File: config.mk
export PLATFORM = sky130hd
export DESIGN_NAME = pwm_cfg_scheduler
export DESIGN_NICKNAME = d
export VERILOG_FILES = /design/src/rtl/pwm_cfg_pkg.sv /design/src/rtl/pwm_timebase.sv /design/src/rtl/pwm_cfg_scheduler.sv
export SDC_FILE = /design/constraint.sdc
export NUM_CORES = 1
export LEC_CHECK = 0
export CORE_ASPECT_RATIO = 1.1
export CORE_MARGIN = 1.5
export CORE_UTILIZATION = 45
export DETAILED_ROUTE_END_ITERATION = 10
export PLACE_DENSITY = 0.69
export SETUP_SLACK_MARGIN = 0.02
export SLEW_MARGIN = 0
export SYNTH_ARGS = -nofsm -noshare
export SYNTH_HDL_FRONTEND = slang
export SYNTH_SLANG_ARGS = --single-unit
File: constraint.sdc
create_clock -name clk -period 4.7 [get_ports clk]
set_input_delay 0.47 -clock clk [delete_from_list [all_inputs] [get_ports clk]]
set_output_delay 0.47 -clock clk [all_outputs]
set_load 0.02 [all_outputs]
File: src/rtl/pwm_cfg_pkg.sv
// pwm_cfg_pkg -- shared constants and types for the PWM configuration scheduler.
//   ADDR_*      : register map of the five configuration registers
//   NUM_REGS    : number of implemented registers
//   pwm_cfg_state_e : commit FSM state encoding
package pwm_cfg_pkg;

  localparam logic [3:0] ADDR_OUT_LO = 4'd0;
  localparam logic [3:0] ADDR_OUT_HI = 4'd1;
  localparam logic [3:0] ADDR_PWM_LO = 4'd2;
  localparam logic [3:0] ADDR_PWM_HI = 4'd3;
  localparam logic [3:0] ADDR_DUTY   = 4'd4;
  localparam int unsigned NUM_REGS   = 5;

  typedef enum logic [1:0] {
    ST_IDLE    = 2'd0,
    ST_PENDING = 2'd1,
    ST_COMMIT  = 2'd2
  } pwm_cfg_state_e;

endpackage

File: src/rtl/pwm_timebase.sv
// pwm_timebase -- prescaled 8-bit PWM phase counter.
//   clk, rst          : clock, synchronous active-high reset
//   pwm_cnt_o [7:0]   : current PWM phase count, advances once every DIV clocks
//   period_start_o    : one-cycle pulse in the cycle pwm_cnt_o has wrapped 255->0
module pwm_timebase #(
  parameter int unsigned DIV = 3000
) (
  input  logic       clk,
  input  logic       rst,
  output logic [7:0] pwm_cnt_o,
  output logic       period_start_o
);

  localparam logic [15:0] DIV_M1 = 16'(DIV - 1);

  logic [15:0] presc_q, presc_d;
  logic [7:0]  cnt_q, cnt_d;
  logic        ps_q, ps_d;

  always_comb begin
    presc_d = presc_q + 16'd1;
    cnt_d   = cnt_q;
    ps_d    = 1'b0;
    if (presc_q == DIV_M1) begin
      presc_d = '0;
      cnt_d   = cnt_q + 8'd1;
      // Registered so the pulse coincides with the cycle the count reads 0.
      ps_d    = (cnt_q == 8'hFF);
    end
  end

  always_ff @(posedge clk) begin
    if (rst) begin
      presc_q <= '0;
      cnt_q   <= '0;
      ps_q    <= 1'b0;
    end else begin
      presc_q <= presc_d;
      cnt_q   <= cnt_d;
      ps_q    <= ps_d;
    end
  end

  assign pwm_cnt_o      = cnt_q;
  assign period_start_o = ps_q;

endmodule

File: src/rtl/pwm_cfg_scheduler.sv
// pwm_cfg_scheduler -- two-port register writer with shadow registers that are
// committed to the live outputs only at a PWM period boundary.
//   clk, rst                    : clock, synchronous active-high reset
//   a_req/a_addr/a_data/a_ack   : write port A (level req held until ack pulse)
//   b_req/b_addr/b_data/b_ack   : write port B (same protocol)
//   en_reg_* , pwm_duty_cycle   : live register values, addresses 0..4
//   pwm_cnt, period_start       : PWM timebase
//   commit_pending              : any shadow register still dirty
//   err_addr                    : pulse alongside ack for an accepted addr > 4
//   fsm_state_o                 : commit FSM state, for observation
// Handshake: a port is granted at an edge where its req is high, its ack is
// low and the FSM is not in COMMIT; ack pulses for exactly the following cycle.
// Optional macro PWM_CFG_IMMEDIATE_EN: addresses 0 and 1 write straight to the
// live outputs at the grant edge and never become dirty.
module pwm_cfg_scheduler
  import pwm_cfg_pkg::*;
#(
  parameter int unsigned DIV = 3000
) (
  input  logic           clk,
  input  logic           rst,
  input  logic           a_req,
  input  logic [3:0]     a_addr,
  input  logic [7:0]     a_data,
  output logic           a_ack,
  input  logic           b_req,
  input  logic [3:0]     b_addr,
  input  logic [7:0]     b_data,
  output logic           b_ack,
  output logic [7:0]     en_reg_out_7_0,
  output logic [7:0]     en_reg_out_15_8,
  output logic [7:0]     en_reg_pwm_7_0,
  output logic [7:0]     en_reg_pwm_15_8,
  output logic [7:0]     pwm_duty_cycle,
  output logic [7:0]     pwm_cnt,
  output logic           period_start,
  output logic           commit_pending,
  output logic           err_addr,
  output pwm_cfg_state_e fsm_state_o
);

  logic [7:0]     live_q   [NUM_REGS];
  logic [7:0]     live_d   [NUM_REGS];
  logic [7:0]     shadow_q [NUM_REGS];
  logic [7:0]     shadow_d [NUM_REGS];
  logic [NUM_REGS-1:0] dirty_q, dirty_d;
  pwm_cfg_state_e state_q, state_d;
  logic           a_ack_q, b_ack_q, err_q;
  logic           last_b_q, last_b_d;

  logic           elig_a, elig_b, grant_a, grant_b, grant_any, addr_ok;
  logic [3:0]     g_addr;
  logic [7:0]     g_data;

  pwm_timebase #(.DIV(DIV)) u_timebase (
    .clk           (clk),
    .rst           (rst),
    .pwm_cnt_o     (pwm_cnt),
    .period_start_o(period_start)
  );

  always_comb begin
    elig_a    = a_req && !a_ack_q && (state_q != ST_COMMIT);
    elig_b    = b_req && !b_ack_q && (state_q != ST_COMMIT);
    // Round-robin: on contention, A wins only if B was granted last.
    grant_a   = elig_a && (!elig_b || last_b_q);
    grant_b   = elig_b && !grant_a;
    grant_any = grant_a || grant_b;
    g_addr    = grant_b ? b_addr : a_addr;
    g_data    = grant_b ? b_data : a_data;
    addr_ok   = (g_addr <= ADDR_DUTY);
    last_b_d  = grant_any ? grant_b : last_b_q;

    live_d   = live_q;
    shadow_d = shadow_q;
    dirty_d  = dirty_q;
    state_d  = state_q;

    if (grant_any && addr_ok) begin
      for (int i = 0; i < NUM_REGS; i++) begin
        if (g_addr == 4'(i)) begin
`ifdef PWM_CFG_IMMEDIATE_EN
          if (g_addr == ADDR_OUT_LO || g_addr == ADDR_OUT_HI) begin
            live_d[i] = g_data;
          end else begin
            shadow_d[i] = g_data;
            dirty_d[i]  = 1'b1;
          end
`else
          shadow_d[i] = g_data;
          dirty_d[i]  = 1'b1;
`endif
        end
      end
    end

    case (state_q)
      ST_IDLE:    if (dirty_q != '0) state_d = ST_PENDING;
      ST_PENDING: if (period_start) state_d = ST_COMMIT;
      ST_COMMIT: begin
        // Grants are blocked in COMMIT, so dirty_q cannot change under us here.
        for (int i = 0; i < NUM_REGS; i++) begin
          if (dirty_q[i]) live_d[i] = shadow_q[i];
        end
        dirty_d = '0;
        state_d = ST_IDLE;
      end
      default:    state_d = ST_IDLE;
    endcase
  end

  always_ff @(posedge clk) begin
    if (rst) begin
      for (int i = 0; i < NUM_REGS; i++) begin
        live_q[i]   <= '0;
        shadow_q[i] <= '0;
      end
      dirty_q  <= '0;
      state_q  <= ST_IDLE;
      a_ack_q  <= 1'b0;
      b_ack_q  <= 1'b0;
      err_q    <= 1'b0;
      last_b_q <= 1'b1;
    end else begin
      live_q   <= live_d;
      shadow_q <= shadow_d;
      dirty_q  <= dirty_d;
      state_q  <= state_d;
      a_ack_q  <= grant_a;
      b_ack_q  <= grant_b;
      err_q    <= grant_any && !addr_ok;
      last_b_q <= last_b_d;
    end
  end

  assign a_ack           = a_ack_q;
  assign b_ack           = b_ack_q;
  assign err_addr        = err_q;
  assign commit_pending  = |dirty_q;
  assign fsm_state_o     = state_q;
  assign en_reg_out_7_0  = live_q[ADDR_OUT_LO];
  assign en_reg_out_15_8 = live_q[ADDR_OUT_HI];
  assign en_reg_pwm_7_0  = live_q[ADDR_PWM_LO];
  assign en_reg_pwm_15_8 = live_q[ADDR_PWM_HI];
  assign pwm_duty_cycle  = live_q[ADDR_DUTY];

endmodule
Word level (Yosys, flattened, before mapping)
Cells that the tools add are included.
W data, S select, Z words.

cells by class
  add/subtract/negate cells = 2
  multiply operators = 0
  divide/modulo/power cells = 0
  order comparisons = 1
  equality and inequality tests = 11
  shifts and indexed selects = 0
  muxes and demuxes = 5
  bitwise operators = 1
  reduce and logical (&&, ||, !) cells = 33

operator list
  kind                     count
  $reduce_and A2 Y1        11
  $add A16 B1 Y16 const B  1
  $eq A16 B12 Y1 const B   1
  $add A8 B1 Y8 const B    1
  $eq A4 B2 Y1 const B     2
  $eq A8 B8 Y1 const B     1
  $logic_and A1 B1 Y1      8
  $mux W8                  1
  $reduce_or A2 Y1         3
  $logic_not A1 Y1         5
  $reduce_bool A5 Y1       1
  $reduce_or A5 Y1         1
  $eq A4 B1 Y1 const B     1
  $eq A4 B3 Y1 const B     1
  $le A4 B3 Y1 const B     1
  $logic_not A4 Y1         1
  $mux W2                  2
  $mux W4                  1
  $ne A2 B2 Y1 const B     2
  $pmux W2 S2              1
  $eq A2 B1 Y1 const B     1
  $eq A2 B2 Y1 const B     1
  $logic_not A2 Y1         1
  $logic_or A1 B1 Y1       2
  2 further kinds          2

word-level totals
  bits in registers = 116
  bits in latches = 0
  RAM bits = 0
  bits in read-only memories = 0
  bits of input ports = 28
  memories kept = 0

Logic depth before layout (Yosys ltp)
Gate-level depths: netlist of run 1.

  depth in word-level cells = 12
  gate-level depth with buffers = 7
  depth with buffers taken out = 5

Cells and area by module
Synthesis of run 1 repeated with hierarchy kept, for this count alone.

unflattened totals
  cells, all modules = 541
  area total of the unflattened synthesis = 5082.4 sq um

by module, submodules not included
  module             instances  cells an instance  area each (sq um)
  pwm_cfg_scheduler  1          413                3913.8
  pwm_timebase       1          128                1168.6

Worst setup path before layout of run 1
OpenSTA, ideal clock, no wires.

  path type = input -> register
  start = in b_req
  end = reg shadow_q[25] (netlist name)
  setup time = 0.123 ns
  arrival = 1.917 ns
  data required time = 4.577 ns
  path slack = 2.660 ns
  stages on the path = 4
  path buffers = 0
  path through = nor2b_1 > a2111oi_4 > o22ai_4 > mux2_1

on the way
  longest elaborated chain between the ends = 11
  elaborated cells on any way between the ends = 14
  those cells by class = order compare: 1; eq/ne: 1; mux: 2; reduce/logical: 10

RTL lines
  element                             RTL line                  text
  from (decl)                         pwm_cfg_scheduler.sv:26   input logic b_req,
  $logic_and A1 B1 Y1 * (2 in a row)  pwm_cfg_scheduler.sv:64   elig_b = b_req && !b_ack_q && (state_q != ST_COMMIT);
  $logic_not A1 Y1                    pwm_cfg_scheduler.sv:66   grant_a = elig_a && (!elig_b || last_b_q);
  $logic_or A1 B1 Y1                  pwm_cfg_scheduler.sv:66
  $logic_and A1 B1 Y1                 pwm_cfg_scheduler.sv:66
  $logic_not A1 Y1                    pwm_cfg_scheduler.sv:67   grant_b = elig_b && !grant_a;
  $logic_and A1 B1 Y1                 pwm_cfg_scheduler.sv:67
  $mux W4                             pwm_cfg_scheduler.sv:69   g_addr = grant_b ? b_addr : a_addr;
  $le A4 B3 Y1                        pwm_cfg_scheduler.sv:71   addr_ok = (g_addr <= ADDR_DUTY);
  $logic_and A1 B1 Y1                 pwm_cfg_scheduler.sv:79   if (grant_any && addr_ok) begin
  $reduce_and A2 Y1 (no source line)  n/a
  to (signal assigned)                pwm_cfg_scheduler.sv:126  shadow_q <= shadow_d;
  to (decl)                           pwm_cfg_scheduler.sv:44   logic [7:0] shadow_q [NUM_REGS];

Mark *: on every way between the ends. The rest lies on a longest branch, timed or not.
A chain may end at the register's enable or synchronous reset.

Worst setup path in the final report of run 1
  start = in b_req
  end = reg shadow_q[23] (netlist name)

Same word-level chain as after synthesis.

==> metrics.yaml, run 1 <==
synth_cells: 541
diodes: 0
power_density_nw_per_um2: 371
vias: 4096
syn_avg_cell_area_sq_um: 9.24
synth_cell_types: 45
core_area_sq_um: 10900
place_ws_ns: 1.82
vias_per_cell: 5.33
ys_warn_count: 0
slew_headroom_pct: 38.8
finalWeightedCongestion: 0.825
start_util_pct: 46.0
cts_tree: "yes"
fmax_mhz: 404
final_common_cell: "dfxtp_1"
rows: 40
dpl.hpwl_um: 7700
antenna_left: 0
io_buffer_count: 82
grt_pass1_vias: 3901
dieHeight_um: 114
synth_top_area_share_pct: 46.5
max_cap_violations: 0
clock_sinks: 116
ios: 83
syn-cell-area_sq_um: 5000
post_drt_wl_per_cell_um: 15.0
critical_path.startpoint_type: "input pin"
grt_first_pass_wirelength_um: 18700
synth_edf_count: 0
period_share_pct: 52.7
synth-seq-cells: 116
cts-buffers-inserted: 17
synth_top_area_cell: "dfxtp_1"
drive_above_1_share_pct: 8.37
clock_latency_ns: 0.40
worst_pin_slew_ns: 0.916
fin_ws_ns: 2.22
min_path_type: "flip-flop to flip-flop"
drt_pass1_iterations: 4
final_cell_mix: "dfxtp_1, clkdlybuf4s50_1, a21oi_1"
antenna_found_initial: 0
setup_viol: 0
die_w_um: 103
grt_overflow: 0
final_cell_area_sq_um: 6440
cts_max_level: 4
synth_nets: 571
cts-root-buf: "clkbuf_16"
cts_setup_buffers: 0
critPathArrivalTime_ns: 2.76
crit_path_end_kind: "flip-flop"
ys_top_cells_by_area: "dfxtp_1, mux2_1, a21oi_1"
grt_max_degree: 65
ir_drop_uv: 233
cp_max_fo: 13
crit_required_ns: 4.99
wl_um: 11500
synth_flop_cell: "dfxtp_1"
status: "finished clean"
clk_pin_slew_worst_paths_ns: 0.05
placed_cell_area_sq_um: 5860
rsz0062_at_grt: "no"
period_minus_slack_ns: 2.48
syn2layout_area_growth_pct: 28.8
yosysSeqAreaShare_pct: 46.5
hold_buffers: 0
post_cts_resized: 0
leakage_nw: 2.32
async_flop_share_pct: 0
grt_use_total_pct: 20.5
crit_type: "input pin to flip-flop"
drc: 0
dr.first_iter.drc_count: 262
nFillCells: 944
hold_viol: 0
fin_setup_tns_ns: 0
final_nets: 639
cts_max_path_buffers: 2
finClkSkew_ns: 0.00960
die_area_sq_um: 11800
maxSlewViolCount: 0
## sequential cells by signal (all words and copies together), names as in the netlist
signal                     count
en_reg_pwm_7_0                 8
shadow_q                      40
dirty_q                        5
b_ack                          1
err_addr                       1
u_timebase.period_start_o      1
pwm_duty_cycle                 8
en_reg_out_15_8                8
en_reg_pwm_15_8                8
u_timebase.presc_q            16
u_timebase.pwm_cnt_o           8
last_b_q                       1
a_ack                          1
en_reg_out_7_0                 8
fsm_state_o                    2
## Yosys cell counts, drive strengths merged (2+ instances only)
library cell / n
dfxtp: 116
a21oi: 62
nand2: 51
nand3: 51
nor2b: 42
mux2: 40
clkbuf: 25
nor2: 20
nand4: 15
xor2: 11
buf: 10
or3: 10
nor4: 9
o21ai: 9
inv: 8
o31ai: 8
nor3: 7
nand2b: 6
and4: 5
o22ai: 5
a31oi: 3
and3: 3
and2: 2
ha: 2
nor4b: 2
o21a: 2
o311a: 2
or3b: 2
or4b: 2
or4bb: 2
xnor2: 2
## path summary, 6_finish.rpt
path / slack (ns) / end / from / cells past startpoint
setup / recovery: 2.22 / shadow_q[23] / b_req / 5
hold / removal: 0.45 / en_reg_pwm_7_0[3] / en_reg_pwm_7_0[3] / 2
setup reg to reg: 2.33 / shadow_q[18] / fsm_state_o[1] / 5
hold reg to reg: 0.45 / en_reg_pwm_7_0[3] / en_reg_pwm_7_0[3] / 2
## routing by layer
layer	track usage, %	vias up	wire, um
li1	-	2055	-
met1	24.8	1953	5190
met2	34.6	74	5720
met3	6.37	14	465
met4	6.04	0	135
met5	0	-	0
## critical path, stage by stage
cell             delay (ns)
clkdlybuf4s50_1        0.47
nor2b_1                0.73
a2111oi_4              0.29
o22ai_4                0.41
mux2_2                 0.38
## logic make-up after synthesis
kind of cell / synth area share [%]
buffers and inverters: 3.83
and+or+nand+nor: 25.2
adders and majority gates: 0.501
AOI/OAI and AO/OA: 12.3
xor gates and xnor gates: 2.28
DFF: 46.5
muxes: 9.36
## report_power, final
group | leakage, nW | internal (mW) | switching, mW
Combinational | 1.09 | 0.0560 | 0.0796
Clock | 0.288 | 0.813 | 0.431
Sequential | 0.936 | 0.998 | 0.0118
## through the flow
step | utilization, % | power (mW) | hold WS, ns | cells
floorplan | - | 1.11 | 0.426 | 541
global placement | 54.0 | 1.16 | 0.442 | 737
detailed placement | 54.0 | 1.17 | 0.446 | 737
CTS | 59.3 | 2.40 | 0.453 | 768
global route | 59.3 | 2.46 | 0.475 | 768
finish | 59.3 | 2.39 | 0.450 | 768
## layout make-up
cell class / count / area, sq um / area share, %
clock buffer: 21 / 470 / 7.31
clock inverter: 10 / 106 / 1.65
inverter: 8 / 30.0 / 0.467
multi-input combinational: 382 / 2490 / 38.7
sequential: 116 / 2320 / 36.1
tap: 147 / 184 / 2.86
timing repair buffer: 84 / 831 / 12.9
Power figures use the tool's default switching activity.
==> run 2, diff against run 1 <==
==> constraint.sdc (replaced) <==
create_clock -name clk -period 2.5 [get_ports clk]
set_input_delay 0.25 -clock clk [delete_from_list [all_inputs] [get_ports clk]]
set_output_delay 0.25 -clock clk [all_outputs]
set_load 0.02 [all_outputs]
==> metrics.yaml, run 2 (synthesis gave the netlist of run 1 again) <==
period_minus_slack_ns: 2.14
drc: 0  # unchanged
crit_type: "flip-flop to primary output"
crit_path_end_kind: "primary output"
r2r-start: "a_ack"
drt_pass1_iterations: 4  # unchanged
die_area_sq_um: 11800  # unchanged
drive_above_1_share_pct: 12.2  # +3.8 points
cts_max_path_buffers: 2  # unchanged
grt_use_total_pct: 21.8  # +1.3 points
critical_path.startpoint_type: "flip-flop"
rr_worst_depth: 4  # -1
nFillCells: 914  # -3.2%
combPwrFrac_pct: 6.5  # +0.8 points
core_area_sq_um: 10900  # unchanged
cts-root-buf: "clkbuf_16"
cpPeakStageDelay_ns: 0.57  # -0.16 ns
min_path_type: "input pin to flip-flop"
ir_drop_uv: 522  # +120%
clkPwrFrac_pct: 52.1  # about the same
final_common_cell: "dfxtp_1"
crit-reg2reg-capture: "shadow_q[25]"
cp_max_fo: 11  # -2
rsz0062_at_grt: "no"
period_share_pct: 85.5
power.share.sequential_pct: 41.5  # -0.8 points
final_cell_mix: "dfxtp_1, clkdlybuf4s50_1, a21oi_1"
slew_headroom_pct: 47.7  # +8.9 points
crit_end: "commit_pending"
multi_input_area_sq_um: 2490  # unchanged
hold_viol: 0  # unchanged
crit_required_ns: 2.25  # -2.74 ns
p_sw_mw: 1.02  # +95%
clock_sinks: 116  # unchanged
finalWeightedCongestion: 0.828  # +0.38%
fin_util_pct: 61.3  # +2.0 points
cp_cell_sequence: "nor3_1, nand3_1, clkdlybuf4s50_1"
post_drt_wl_per_cell_um: 14.9  # -0.48%
vias: 4217  # +3.0%
die_w_um: 103  # unchanged
ios: 83  # unchanged
grt_pass1_vias: 4103  # +5.2%
critPathArrivalTime_ns: 1.89  # -0.87 ns
final_nets: 664  # +3.9%
cts_setup_buffers: 0  # unchanged
rrSetupSlack_ns: 0.40  # -1.93 ns
finClkSkew_ns: 0.00647  # -0.00313 ns
grt_overflow: 0  # unchanged
dr.first_iter.drc_count: 225  # -14%
regMostFlops: "shadow_q"
swShare_pct: 22.3  # +0.47 points
cts_max_level: 4  # unchanged
dpl.hpwl_um: 7970  # +3.5%
crit_cells: 3  # -2
critPathSlowestCell: "clkdlybuf4s50_1"
cts_tree: "yes"
grt_max_degree: 65  # unchanged
leakage_nw: 2.44  # +5.3%
max_cap_violations: 0  # unchanged
p_int_mw: 3.55  # +90%
fin_setup_tns_ns: 0  # unchanged
wl_um: 11800  # +2.9%
grt_first_pass_wirelength_um: 19900  # +6.3%
worst_pin_slew_ns: 0.779  # -0.137 ns
area.sequential_sq_um: 2320  # unchanged
diodes: 0  # unchanged
hold_buffers: 0  # unchanged
cts-buffers-inserted: 17  # unchanged
syn2layout_area_growth_pct: 33.2
start_util_pct: 46.0  # unchanged
antenna_left: 0  # unchanged
post_cts_resized: 0  # unchanged
status: "finished clean"
rows: 40  # unchanged
setup_viol: 0  # unchanged
clock_latency_ns: 0.41  # about the same
dieHeight_um: 114  # unchanged
largest_reg_flops: 40  # unchanged
io_buffer_count: 82  # unchanged
reg_top3: "shadow_q x40, u_timebase.presc_q x16"
power_density_nw_per_um2: 687  # +85%
maxSlewViolCount: 0  # unchanged
antenna_found_initial: 0  # unchanged
vias_per_cell: 5.31  # -0.42%
crit_family: "buffers and inverters"
min_from: "rst"
clk_pin_slew_worst_paths_ns: 0.06  # about the same
crit_start: "dirty_q[4]"
fmax_mhz: 468
path_buf_inv: 1  # unchanged
## run 2: cell count changes in the layout (fill, tap and decap cells not counted), sizes merged
cell,previous run,this run
clkinv,7,5
clkinvlp,1,5
clkbuf,21,20
buf,3,28
## run 2: how the worst min path moves through the flow
stage | endpoint | slack [ns] | depth (start not counted)
2_1_floorplan | u_timebase.presc_q[0] | 0.43 | 1
6_report | en_reg_out_7_0[1] | 0.35 | 2
5_1_grt | en_reg_out_7_0[0] | 0.37 | 2
4_1_cts | en_reg_out_7_0[1] | 0.33 | 2
3_5_place_dp | u_timebase.presc_q[0] | 0.45 | 1
3_3_place_gp | u_timebase.presc_q[0] | 0.44 | 1
## run 2: per-layer routing
| layer | share of wire [%] | routed length [um] | track usage, % |
|---|---|---|---|
| met5 | 0 | 0 | 0 |
| met4 | 1.6 | 188 | 7.48 |
| met3 | 6.1 | 724 | 6.86 |
| met2 | 49 | 5800 | 35.2 |
| met1 | 43 | 5130 | 27.3 |
## run 2: final cells by class
| type | instances | share of cell area, % |
|---|---|---|
| multi-input combinational | 382 | 37.4 |
| sequential | 116 | 34.9 |
| timing repair buffer | 109 | 15.5 |
| clock buffer | 20 | 7.01 |
| tap | 147 | 2.76 |
| clock inverter | 12 | 1.95 |
| inverter | 8 | 0.451 |
## run 2: worst register-to-register path: stages, from the launching register on
cell and delay, ns:
dfxtp_1 0.36, and3b_1 0.35, nor4_4 0.65, o22ai_4 0.26
mux2_1 0.37
## run 2: through the flow
step | worst slack [ns] | cell area (sq um) | hold WS (ns) | total power, mW | cells
detailed placement | 0.0689 | 6060 | 0.447 | 2.23 | 762
floorplan | 0.518 | 5000 | 0.426 | 2.09 | 541
finish | 0.363 | 6660 | 0.347 | 4.57 | 794
global placement | 0.126 | 6060 | 0.441 | 2.22 | 762
CTS | 0.323 | 6660 | 0.331 | 4.61 | 794
global route | 0.241 | 6660 | 0.372 | 4.72 | 794
## run 2: power by group through the flow
stage               Sequential (mW)  Combinational, mW  Clock (mW)
floorplan                      1.93              0.154           0
global placement               1.93              0.288           0
detailed placement             1.93              0.293           0
CTS                            1.90              0.295        2.41
global route                   1.90              0.320        2.50
finish                         1.90              0.295        2.38
